==> config.mk <==
export PLATFORM = sky130hd
export DESIGN_NAME = ifetch_queue_flat
export DESIGN_NICKNAME = d
export VERILOG_FILES = /design/src/rtl/cpu16_pkg.sv /design/src/rtl/ifetch_queue_if.sv /design/src/rtl/ifq_fifo.sv /design/src/rtl/ifetch_queue.sv /design/src/flat_wrapper.sv
export SDC_FILE = /design/constraint.sdc
export NUM_CORES = 1
export LEC_CHECK = 0
export BUFFER_PORTS_ARGS = -buffer_cell sky130_fd_sc_hd__buf_4
export CAP_MARGIN = 15
export CORE_MARGIN = 3
export CORE_UTILIZATION = 54
export DETAILED_ROUTE_END_ITERATION = 12
export PLACE_DENSITY = 0.75
export SYNTH_ARGS = -nofsm -noshare
export SYNTH_HDL_FRONTEND = slang
export SYNTH_SLANG_ARGS = --single-unit
==> constraint.sdc <==
create_clock -name clock -period 6 [get_ports clock]
set_input_delay 0.6 -clock clock [delete_from_list [all_inputs] [get_ports clock]]
set_output_delay 0.6 -clock clock [all_outputs]
set_load 0.05 [all_outputs]
==> src/rtl/cpu16_pkg.sv <==
// Shared types and constants for the 16-bit CPU front end: widths, PC step,
// fetch FSM state encoding and the {pc, instr} prefetch entry.
package cpu16_pkg;

  localparam int INSTR_W = 16;
  localparam int PC_W    = 16;
  localparam logic [PC_W-1:0] PC_INC = 16'd2;

  typedef enum logic [1:0] {
    IDLE = 2'd0,
    WAIT = 2'd1,
    DROP = 2'd2
  } fetch_state_t;

  typedef struct packed {
    logic [PC_W-1:0]    pc;
    logic [INSTR_W-1:0] instr;
  } fetch_entry_t;

  // Instructions are halfword aligned, so bit 0 of any target is dropped.
  function automatic logic [PC_W-1:0] align_pc(input logic [PC_W-1:0] pc);
    return {pc[PC_W-1:1], 1'b0};
  endfunction

endpackage

==> src/rtl/ifetch_queue_if.sv <==
// Fetch-stage bundle: instruction memory req/ack, redirect input and the
// valid/ready instruction output towards decode.
interface ifetch_queue_if;
  import cpu16_pkg::*;

  logic               imem_req;
  logic [PC_W-1:0]    imem_addr;
  logic               imem_ack;
  logic [INSTR_W-1:0] imem_rdata;
  logic               redirect;
  logic [PC_W-1:0]    redirect_pc;
  logic               ir_valid;
  logic [INSTR_W-1:0] ir;
  logic [PC_W-1:0]    ir_pc;
  logic               ir_ready;

  modport master (
    output imem_req, imem_addr, ir_valid, ir, ir_pc,
    input  imem_ack, imem_rdata, redirect, redirect_pc, ir_ready
  );

  modport slave (
    input  imem_req, imem_addr, ir_valid, ir, ir_pc,
    output imem_ack, imem_rdata, redirect, redirect_pc, ir_ready
  );

endinterface

==> src/rtl/ifq_fifo.sv <==
// Synchronous prefetch FIFO with flush; head reads as zero while empty so the
// storage array itself never needs a reset.
module ifq_fifo #(
  parameter  int DEPTH = 4,
  parameter  int W     = 32,
  localparam int AW    = $clog2(DEPTH),
  localparam int CW    = AW + 1
) (
  input  logic          clock,
  input  logic          reset_n,
  input  logic          flush,
  input  logic          push,
  input  logic [W-1:0]  wdata,
  input  logic          pop,
  output logic [W-1:0]  rdata,
  output logic [CW-1:0] count,
  output logic          full,
  output logic          empty
);

  logic [W-1:0]  mem [DEPTH];
  logic [AW-1:0] wr_ptr;
  logic [AW-1:0] rd_ptr;

  // NOTE: state registers use non-blocking assignments so every flop samples
  // the pre-edge values, independent of statement order.
  always_ff @(posedge clock or negedge reset_n) begin
    if (!reset_n) begin
      wr_ptr <= '0;
      rd_ptr <= '0;
      count  <= '0;
    end else if (flush) begin
      wr_ptr <= '0;
      rd_ptr <= '0;
      count  <= '0;
    end else begin
      if (push) wr_ptr <= wr_ptr + AW'(1);
      if (pop)  rd_ptr <= rd_ptr + AW'(1);
      count <= count + CW'(push) - CW'(pop);
    end
  end

  // NOTE: the data array has no reset; stale contents are never observable
  // because rdata is forced to zero whenever the FIFO is empty.
  always_ff @(posedge clock) begin
    if (push && !flush) mem[wr_ptr] <= wdata;
  end

  assign empty = (count == '0);
  assign full  = (count == CW'(DEPTH));
  assign rdata = empty ? '0 : mem[rd_ptr];

  a_no_overflow : assert property (@(posedge clock) disable iff (!reset_n)
    !(push && full && !pop && !flush));

endmodule

==> src/rtl/ifetch_queue.sv <==
// Instruction fetch stage: one-outstanding-request fetch FSM feeding a prefetch
// FIFO towards decode. Optional combinational bypass: IFQ_BYPASS_EN.
module ifetch_queue
  import cpu16_pkg::*;
#(
  parameter int              DEPTH    = 4,
  parameter logic [PC_W-1:0] RESET_PC = 16'h0000
) (
  input logic            clock,
  input logic            reset_n,
  ifetch_queue_if.master bus
);

  localparam int CW = $clog2(DEPTH) + 1;
  localparam logic [CW-1:0] DEPTH_C = CW'(DEPTH);

  fetch_state_t    state, state_n;
  logic [PC_W-1:0] fetch_pc, fetch_pc_n;
  logic [PC_W-1:0] drop_pc, drop_pc_n;
  logic [PC_W-1:0] target_pc;
  logic            take, push_fifo, pop_fifo, fifo_full, fifo_empty;
  logic [CW-1:0]   count, count_after;
  fetch_entry_t    head, new_entry;

  assign target_pc   = align_pc(bus.redirect_pc);
  assign take        = (state == WAIT) && bus.imem_ack && !bus.redirect;
  assign count_after = count + CW'(push_fifo) - CW'(pop_fifo);
  assign new_entry   = '{pc: bus.imem_addr, instr: bus.imem_rdata};
  assign pop_fifo    = bus.ir_ready && !fifo_empty && !bus.redirect;

`ifdef IFQ_BYPASS_EN
  logic bypass;
  // An empty queue forwards the returning word straight to decode; it is only
  // stored if decode does not take it this cycle.
  assign bypass       = take && fifo_empty;
  assign push_fifo    = take && !(bypass && bus.ir_ready);
  assign bus.ir_valid = !fifo_empty || bypass;
  assign bus.ir       = bypass ? bus.imem_rdata : head.instr;
  assign bus.ir_pc    = bypass ? bus.imem_addr  : head.pc;
`else
  assign push_fifo    = take;
  assign bus.ir_valid = !fifo_empty;
  assign bus.ir       = head.instr;
  assign bus.ir_pc    = head.pc;
`endif

  assign bus.imem_req  = (state != IDLE);
  assign bus.imem_addr = fetch_pc;

  always_ff @(posedge clock or negedge reset_n) begin
    if (!reset_n) begin
      state    <= IDLE;
      fetch_pc <= RESET_PC;
      drop_pc  <= RESET_PC;
    end else begin
      state    <= state_n;
      fetch_pc <= fetch_pc_n;
      drop_pc  <= drop_pc_n;
    end
  end

  // NOTE: every output of this block gets a default first, so no path through
  // the case statement can leave a value unassigned and infer a latch.
  always_comb begin
    state_n    = state;
    fetch_pc_n = fetch_pc;
    drop_pc_n  = drop_pc;
    unique case (state)
      IDLE: begin
        if (bus.redirect)   fetch_pc_n = target_pc;
        else if (!fifo_full) state_n   = WAIT;
      end
      WAIT: begin
        if (bus.redirect) begin
          if (bus.imem_ack) begin
            fetch_pc_n = target_pc;
          end else begin
            // The request cannot be withdrawn: keep the old address on the bus
            // and remember where to go once it drains.
            drop_pc_n = target_pc;
            state_n   = DROP;
          end
        end else if (bus.imem_ack) begin
          fetch_pc_n = fetch_pc + PC_INC;
          if (count_after >= DEPTH_C) state_n = IDLE;
        end
      end
      DROP: begin
        if (bus.imem_ack) begin
          fetch_pc_n = bus.redirect ? target_pc : drop_pc;
          state_n    = WAIT;
        end else if (bus.redirect) begin
          drop_pc_n = target_pc;
        end
      end
      default: state_n = IDLE;
    endcase
  end

  ifq_fifo #(
    .DEPTH (DEPTH),
    .W     ($bits(fetch_entry_t))
  ) u_fifo (
    .clock   (clock),
    .reset_n (reset_n),
    .flush   (bus.redirect),
    .push    (push_fifo),
    .wdata   (new_entry),
    .pop     (pop_fifo),
    .rdata   (head),
    .count   (count),
    .full    (fifo_full),
    .empty   (fifo_empty)
  );

endmodule

==> src/flat_wrapper.sv <==
// flat-port wrapper written by rule: the top's interface ports become plain ports
module ifetch_queue_flat import cpu16_pkg::*;
#(
  parameter int              DEPTH    = 4,
  parameter logic [PC_W-1:0] RESET_PC = 16'h0000
)
  (clock, reset_n, bus_imem_req, bus_imem_addr, bus_ir_valid, bus_ir, bus_ir_pc, bus_imem_ack, bus_imem_rdata, bus_redirect, bus_redirect_pc, bus_ir_ready);
  ifetch_queue_if bus_i ();
  input logic clock;
  input logic reset_n;
  output wire logic [$bits(bus_i.imem_req)-1:0] bus_imem_req;
  output wire logic [$bits(bus_i.imem_addr)-1:0] bus_imem_addr;
  output wire logic [$bits(bus_i.ir_valid)-1:0] bus_ir_valid;
  output wire logic [$bits(bus_i.ir)-1:0] bus_ir;
  output wire logic [$bits(bus_i.ir_pc)-1:0] bus_ir_pc;
  input wire logic [$bits(bus_i.imem_ack)-1:0] bus_imem_ack;
  input wire logic [$bits(bus_i.imem_rdata)-1:0] bus_imem_rdata;
  input wire logic [$bits(bus_i.redirect)-1:0] bus_redirect;
  input wire logic [$bits(bus_i.redirect_pc)-1:0] bus_redirect_pc;
  input wire logic [$bits(bus_i.ir_ready)-1:0] bus_ir_ready;
  assign bus_imem_req = bus_i.imem_req;
  assign bus_imem_addr = bus_i.imem_addr;
  assign bus_ir_valid = bus_i.ir_valid;
  assign bus_ir = bus_i.ir;
  assign bus_ir_pc = bus_i.ir_pc;
  assign bus_i.imem_ack = bus_imem_ack;
  assign bus_i.imem_rdata = bus_imem_rdata;
  assign bus_i.redirect = bus_redirect;
  assign bus_i.redirect_pc = bus_redirect_pc;
  assign bus_i.ir_ready = bus_ir_ready;
  ifetch_queue #(.DEPTH(DEPTH), .RESET_PC(RESET_PC)) u_core (.clock(clock), .reset_n(reset_n), .bus(bus_i));
endmodule
Word level (Yosys, flattened, before mapping)
Memory sizes are Yosys's and may differ from the RTL's.
Index checks and enable logic that the tools add are counted.
W data, S select, Z words.
- bits in registers: 41
- memory bits (writable): 128
- word-level logic and storage cells: 71
- memories: 1
- add/subtract/negate cells: 5
- magnitude comparators: 1
- equal/unequal tests: 14
- multiplexer cells: 27
- reductions and logical operators: 17
- memories (name ; depth ; width ; rd ports ; clocked after Yosys merged registers in ; write ports ; line ; RTL):
    u_core.u_fifo.mem ; 4 ; 32 ; 1 ; 0 ; 1 ; ifq_fifo.sv:21 ; logic [W-1:0] mem [DEPTH];
- operators by type and width (cell ; number):
    $mux W16 ; 9
    $pmux W16 S3 ; 1
    $mux W32 ; 1
    $pmux W16 S2 ; 1
    $mux W2 ; 11
    $add A16 B2 Y16 const B ; 1
    $ne A2 B2 Y1 const B ; 8
    $ne A3 B3 Y1 const B ; 3
    $reduce_and A4 Y1 ; 2
    $reduce_bool A2 Y1 ; 4
    $pmux W2 S3 ; 1
    $reduce_and A6 Y1 ; 1
    $logic_and A1 B1 Y1 ; 5
    $add A2 B1 Y2 const B ; 2
    $add A3 B1 Y3 ; 1
    $eq A3 B3 Y1 const B ; 1
    $ge A3 B3 Y1 const B ; 1
    $logic_not A3 Y1 ; 1
    $mux W3 ; 1
    $reduce_bool A3 Y1 ; 1
    $sub A3 B1 Y3 ; 1
    $eq A2 B1 Y1 const B ; 1
    $eq A2 B2 Y1 const B ; 1
    $logic_not A1 Y1 ; 2
    other kinds (2) ; 3

Longest topological paths before layout
- word-level depth: 10
- depth in mapped cells: 15
- depth with buffers taken out: 14

Modules after synthesis
From an unflattened synthesis, not the netlist that was laid out.
- cells, all modules: 462
- area total of the unflattened synthesis: 7385.8 sq um
- modules (own cells, without submodules) (module ; times used ; cells each ; area an instance (sq um)):
    ifq_fifo ; 1 ; 243 ; 5320.1
    ifetch_queue ; 1 ; 219 ; 2065.7

Worst setup path before layout
No wires, ideal clock.
- path kind: reg2reg
- start: register u_core.state[1]
- end: register u_core.state[0]
- data arrival time: 2.841 ns
- required time: 5.921 ns
- path slack: 3.079 ns
- stages on the path, launching flop included: 16
- path buffers: 1
- clock period less this slack: 2.921 ns
- path through: dfrtp_1 -> inv_1 -> ha_1 -> nor2b_4 -> clkbuf_1 -> nand2_1 -> ha_1 -> inv_1 -> ha_1 -> inv_1 -> fa_1 -> xor2_1 -> xnor2_1 -> nand2b_1 -> a21oi_1 -> mux2i_1
- cells in the longest elaborated chain, start to end: 8
- elaborated cells on any way between the ends: 16
- RTL lines (element ; line ; RTL):
    start, declared ; ifetch_queue.sv:17 ; fetch_state_t state, state_n;
    start signal, assigned ; ifetch_queue.sv:56 ; state <= state_n;
    $eq A2 B1 Y1 ; ifetch_queue.sv:26, ifetch_queue.sv:68 ;
    $logic_and A1 B1 Y1 (2 in series) ; ifetch_queue.sv:26 ; assign take = (state == WAIT) && bus.imem_ack && !bus.redirect;
    $add A3 B1 Y3 ; ifetch_queue.sv:27 ; assign count_after = count + CW'(push_fifo) - CW'(pop_fifo);
    $sub A3 B1 Y3 ; ifetch_queue.sv:27 ;
    $ge A3 B3 Y1 ; ifetch_queue.sv:85 ; if (count_after >= DEPTH_C) state_n = IDLE;
    $ne A3 B3 Y1 (no line) ; - ;
    $reduce_and A6 Y1 (no line) ; - ;
Several ways; a longest one is shown, not always the timed one.
A chain may end at the register's enable or synchronous reset.

Worst setup path in the final report
Same ends and word-level chain as after synthesis.

==> flow_summary_export.csv <==
group,metric,value,unit
clock_tree,cts_buffers,17,
timing,tns,0,ps
synthesis,synth_top_cell_by_area,"edfxtp_1",
layout,syn2layout_area_growth,18.6,%
clock_tree,cts_hold_buf,0,
clock_tree,clk_pin_slew,60,ps
grt,grt_max_degree,42,
critical_path,critPathArrivalTime,3560,ps
drt,drt_wl_total,14200,um
clock_tree,cts-root-buf,"clkbuf_16",
layout,finalNetCount,572,
floorplanning,core-area,12800,um^2
floorplanning,die_x,121,um
layout,diodes,0,
placed_design,port-buffer-count,85,
synthesis,syn_inst,440,
synthesis,synth-seq-cells,169,
synthesis,yosysTopAreaCellShare,53.5,%
placed_design,place_inst,675,
critical_path,worstPathMaxFanout,15,
clock_tree,h-tree-depth,4,
synthesis,synthDistinctLibCells,55,
timing,tightestPinTransition,1120,ps
timing,fin_crit_sh,53.8,%
floorplanning,die_y,121,um
floorplanning,start_util,56.0,%
synthesis,synth_area_per_cell,16.3,um^2
drt,antenna_left,0,
drt,drtPass1Iterations,5,
clock_tree,insertion_delay,420,ps
power,p_per_area,519,nW/um^2
layout,final_common_cell,"edfxtp_1",
critical_path,cp-end-kind,"flop",
synthesis,syn_area,7180,um^2
grt,grt_pass1_vias,4262,
synthesis,yosysWarnings,0,
drt,vias,4190,
drt,wl_per_cell,20.1,um
timing,slew_violations,0,
drt,drc,0,
job,drv_cap,0,
drt,drt-initial-drc-count,388,
floorplanning,die_area,14700,um^2
critical_path,crit_type,"flop to flop",
worst_hold_path,min_path_type,"input pin to asynchronous set/reset pin",
grt,grt_pass1_wl,22800,um
synthesis,yosys-top-cells-area,"edfxtp_1 (54%), dfrtp_1 (14%), mux4_2 (10%), and2_1 (3.0%), ha_1 (1.9%)",
timing,fin_crit,3230,ps
synthesis,ys_dominant_reg_cell,"edfxtp_1",
timing,slew_headroom,25.4,%
critical_path,startpoint_type,"flop",
timing,final-setup-viol-count,0,
placed_design,place_congestion,0.842,
grt,grt_overflow_total,0,
floorplanning,rows,41,
floorplanning,ioPinCount,87,
critical_path,crit_required,6330,ps
drt,post_drt_via_cell_ratio,5.92,
clock_tree,cts_sinks,169,
layout,drive_gt1_share,31.7,%
grt,grtUsageTotal,20.7,%
grt,antenna_found_initial,0,
timing,rsz0062_at_grt,"no",
critical_path,r2r_setup_slack,2770,ps
layout,layoutNonFillerInstCount,708,
timing,skew,7.85,ps
synthesis,synth_edf_count,128,
synthesis,yosysSeqAreaShare,67.8,%
timing,max_freq,310,MHz
clock_tree,cts-resized-gates,0,
clock_tree,cts_setup_buffers,0,
placed_design,dp.final_hpwl,8830,um
layout,fill_cells,901,
timing,hold_viol_final,0,
layout,layout_common_cells,"edfxtp_1 (128), buf_4 (87), dfrtp_1 (40)",
clock_tree,cts_tree,"done",
synthesis,synthArstFlopShare,24.3,%
power,power.leakage,3.13,nW
power,irDropWorstVdd,0.307,mV
outcome,outcome,"finished clean",
synthesis,synth_fp_nets,489,
clock_tree,clk_path_buf_depth,2,
[worst paths after layout]
kind                               startpoint                       end  cells past startpoint
setup / recovery              u_core.state[1]           u_core.state[0]                     14
hold / removal                        reset_n        u_core.drop_pc[12]                      1
setup reg to reg              u_core.state[1]           u_core.state[0]                     14
hold reg to reg             u_core.drop_pc[4]         u_core.drop_pc[4]                      1
max in group asynchronous             reset_n   u_core.u_fifo.rd_ptr[0]                      1
min in group clock         bus_imem_rdata[12]  u_core.u_fifo.mem[3][12]                      1
[kinds of logic (layout without fill, tap and decap cells)]
kind of cell    Yosys count  in the layout  synth area share [%]
simple gates            109            109                  8.35
xor+xnor                  7              7                 0.854
fa+ha+maj                12             12                  2.20
buf+inv                  32            128                  2.39
flops                   169            169                  67.8
compound gates           63             63                  5.87
mux                      48             48                  12.5
[state kept, by name, indices dropped and copies added (netlist names)]
register              count
u_core.drop_pc           16
u_core.state              2
u_core.u_fifo.rd_ptr      2
u_core.bus.imem_addr     16
u_core.u_fifo.wr_ptr      2
u_core.u_fifo.mem       128
u_core.u_fifo.count       3
[worst max-delay path, stage by stage (launching register included)]
cell and delay, ps:
dfrtp_1 430, inv_1 100, ha_1 290, nor2b_4 410, nand2_1 110, ha_1 280
inv_1 60, ha_1 140, inv_1 50, fa_1 370, xor2_1 170, xnor2_1 150
nand2b_1 170, a21oi_1 180, mux2i_1 230
[cells in the mapped netlist (all sizes together) (4+ instances only)]
| library cell | count |
|---|---|
| edfxtp | 128 |
| ha | 11 |
| buf | 14 |
| and3 | 7 |
| inv | 8 |
| o21ai | 27 |
| xor2 | 4 |
| a21oi | 5 |
| clkbuf | 10 |
| dfrtp | 41 |
| nor3 | 4 |
| a222oi | 5 |
| a221oi | 5 |
| nor2 | 22 |
| o31ai | 4 |
| mux2 | 15 |
| nand2b | 4 |
| and2 | 35 |
| nand3 | 9 |
| nand2 | 17 |
| mux4 | 32 |
| a22oi | 4 |
[area by class of cell]
type | instances | area, um^2 | area share, %
sequential | 169 | 4870 | 57.2
multi-input combinational | 239 | 2140 | 25.2
timing repair buffer | 88 | 681 | 7.99
clock buffer | 22 | 454 | 5.33
tap | 172 | 215 | 2.53
clock inverter | 10 | 123 | 1.44
inverter | 8 | 30.0 | 0.353
[through the flow]
step / hold slack (ps) / area [um^2] / power (mW) / setup WS, ps / utilization (%)
after CTS: 161 / 8490 / 4.42 / 2440 / 66.2
after global placement: 474 / 7910 / 3.32 / 2580 / 61.7
final: 158 / 8520 / 4.42 / 2770 / 66.4
after floorplan: 304 / 7180 / 2.90 / 3080 / -
after global routing: 181 / 8520 / 4.64 / 2540 / 66.4
after detailed placement: 479 / 7910 / 3.36 / 2500 / 61.7
[routing by layer]
layer	routed length [um]	global-route usage (%)	up-vias	part of all wire (%)
li1	-	-	1875	-
met1	6080	28.0	2144	43
met2	7210	33.4	158	51
met3	775	4.38	13	5.4
met4	182	7.63	0	1.3
met5	0	0	-	0
[report_power, final]
group          internal (mW)  total [mW]  switching [mW]
sequential              1.47        1.67           0.202
combinational          0.619        1.70            1.08
clock                  0.626        1.05           0.428
No activity file was read; power rests on OpenSTA's default activity.
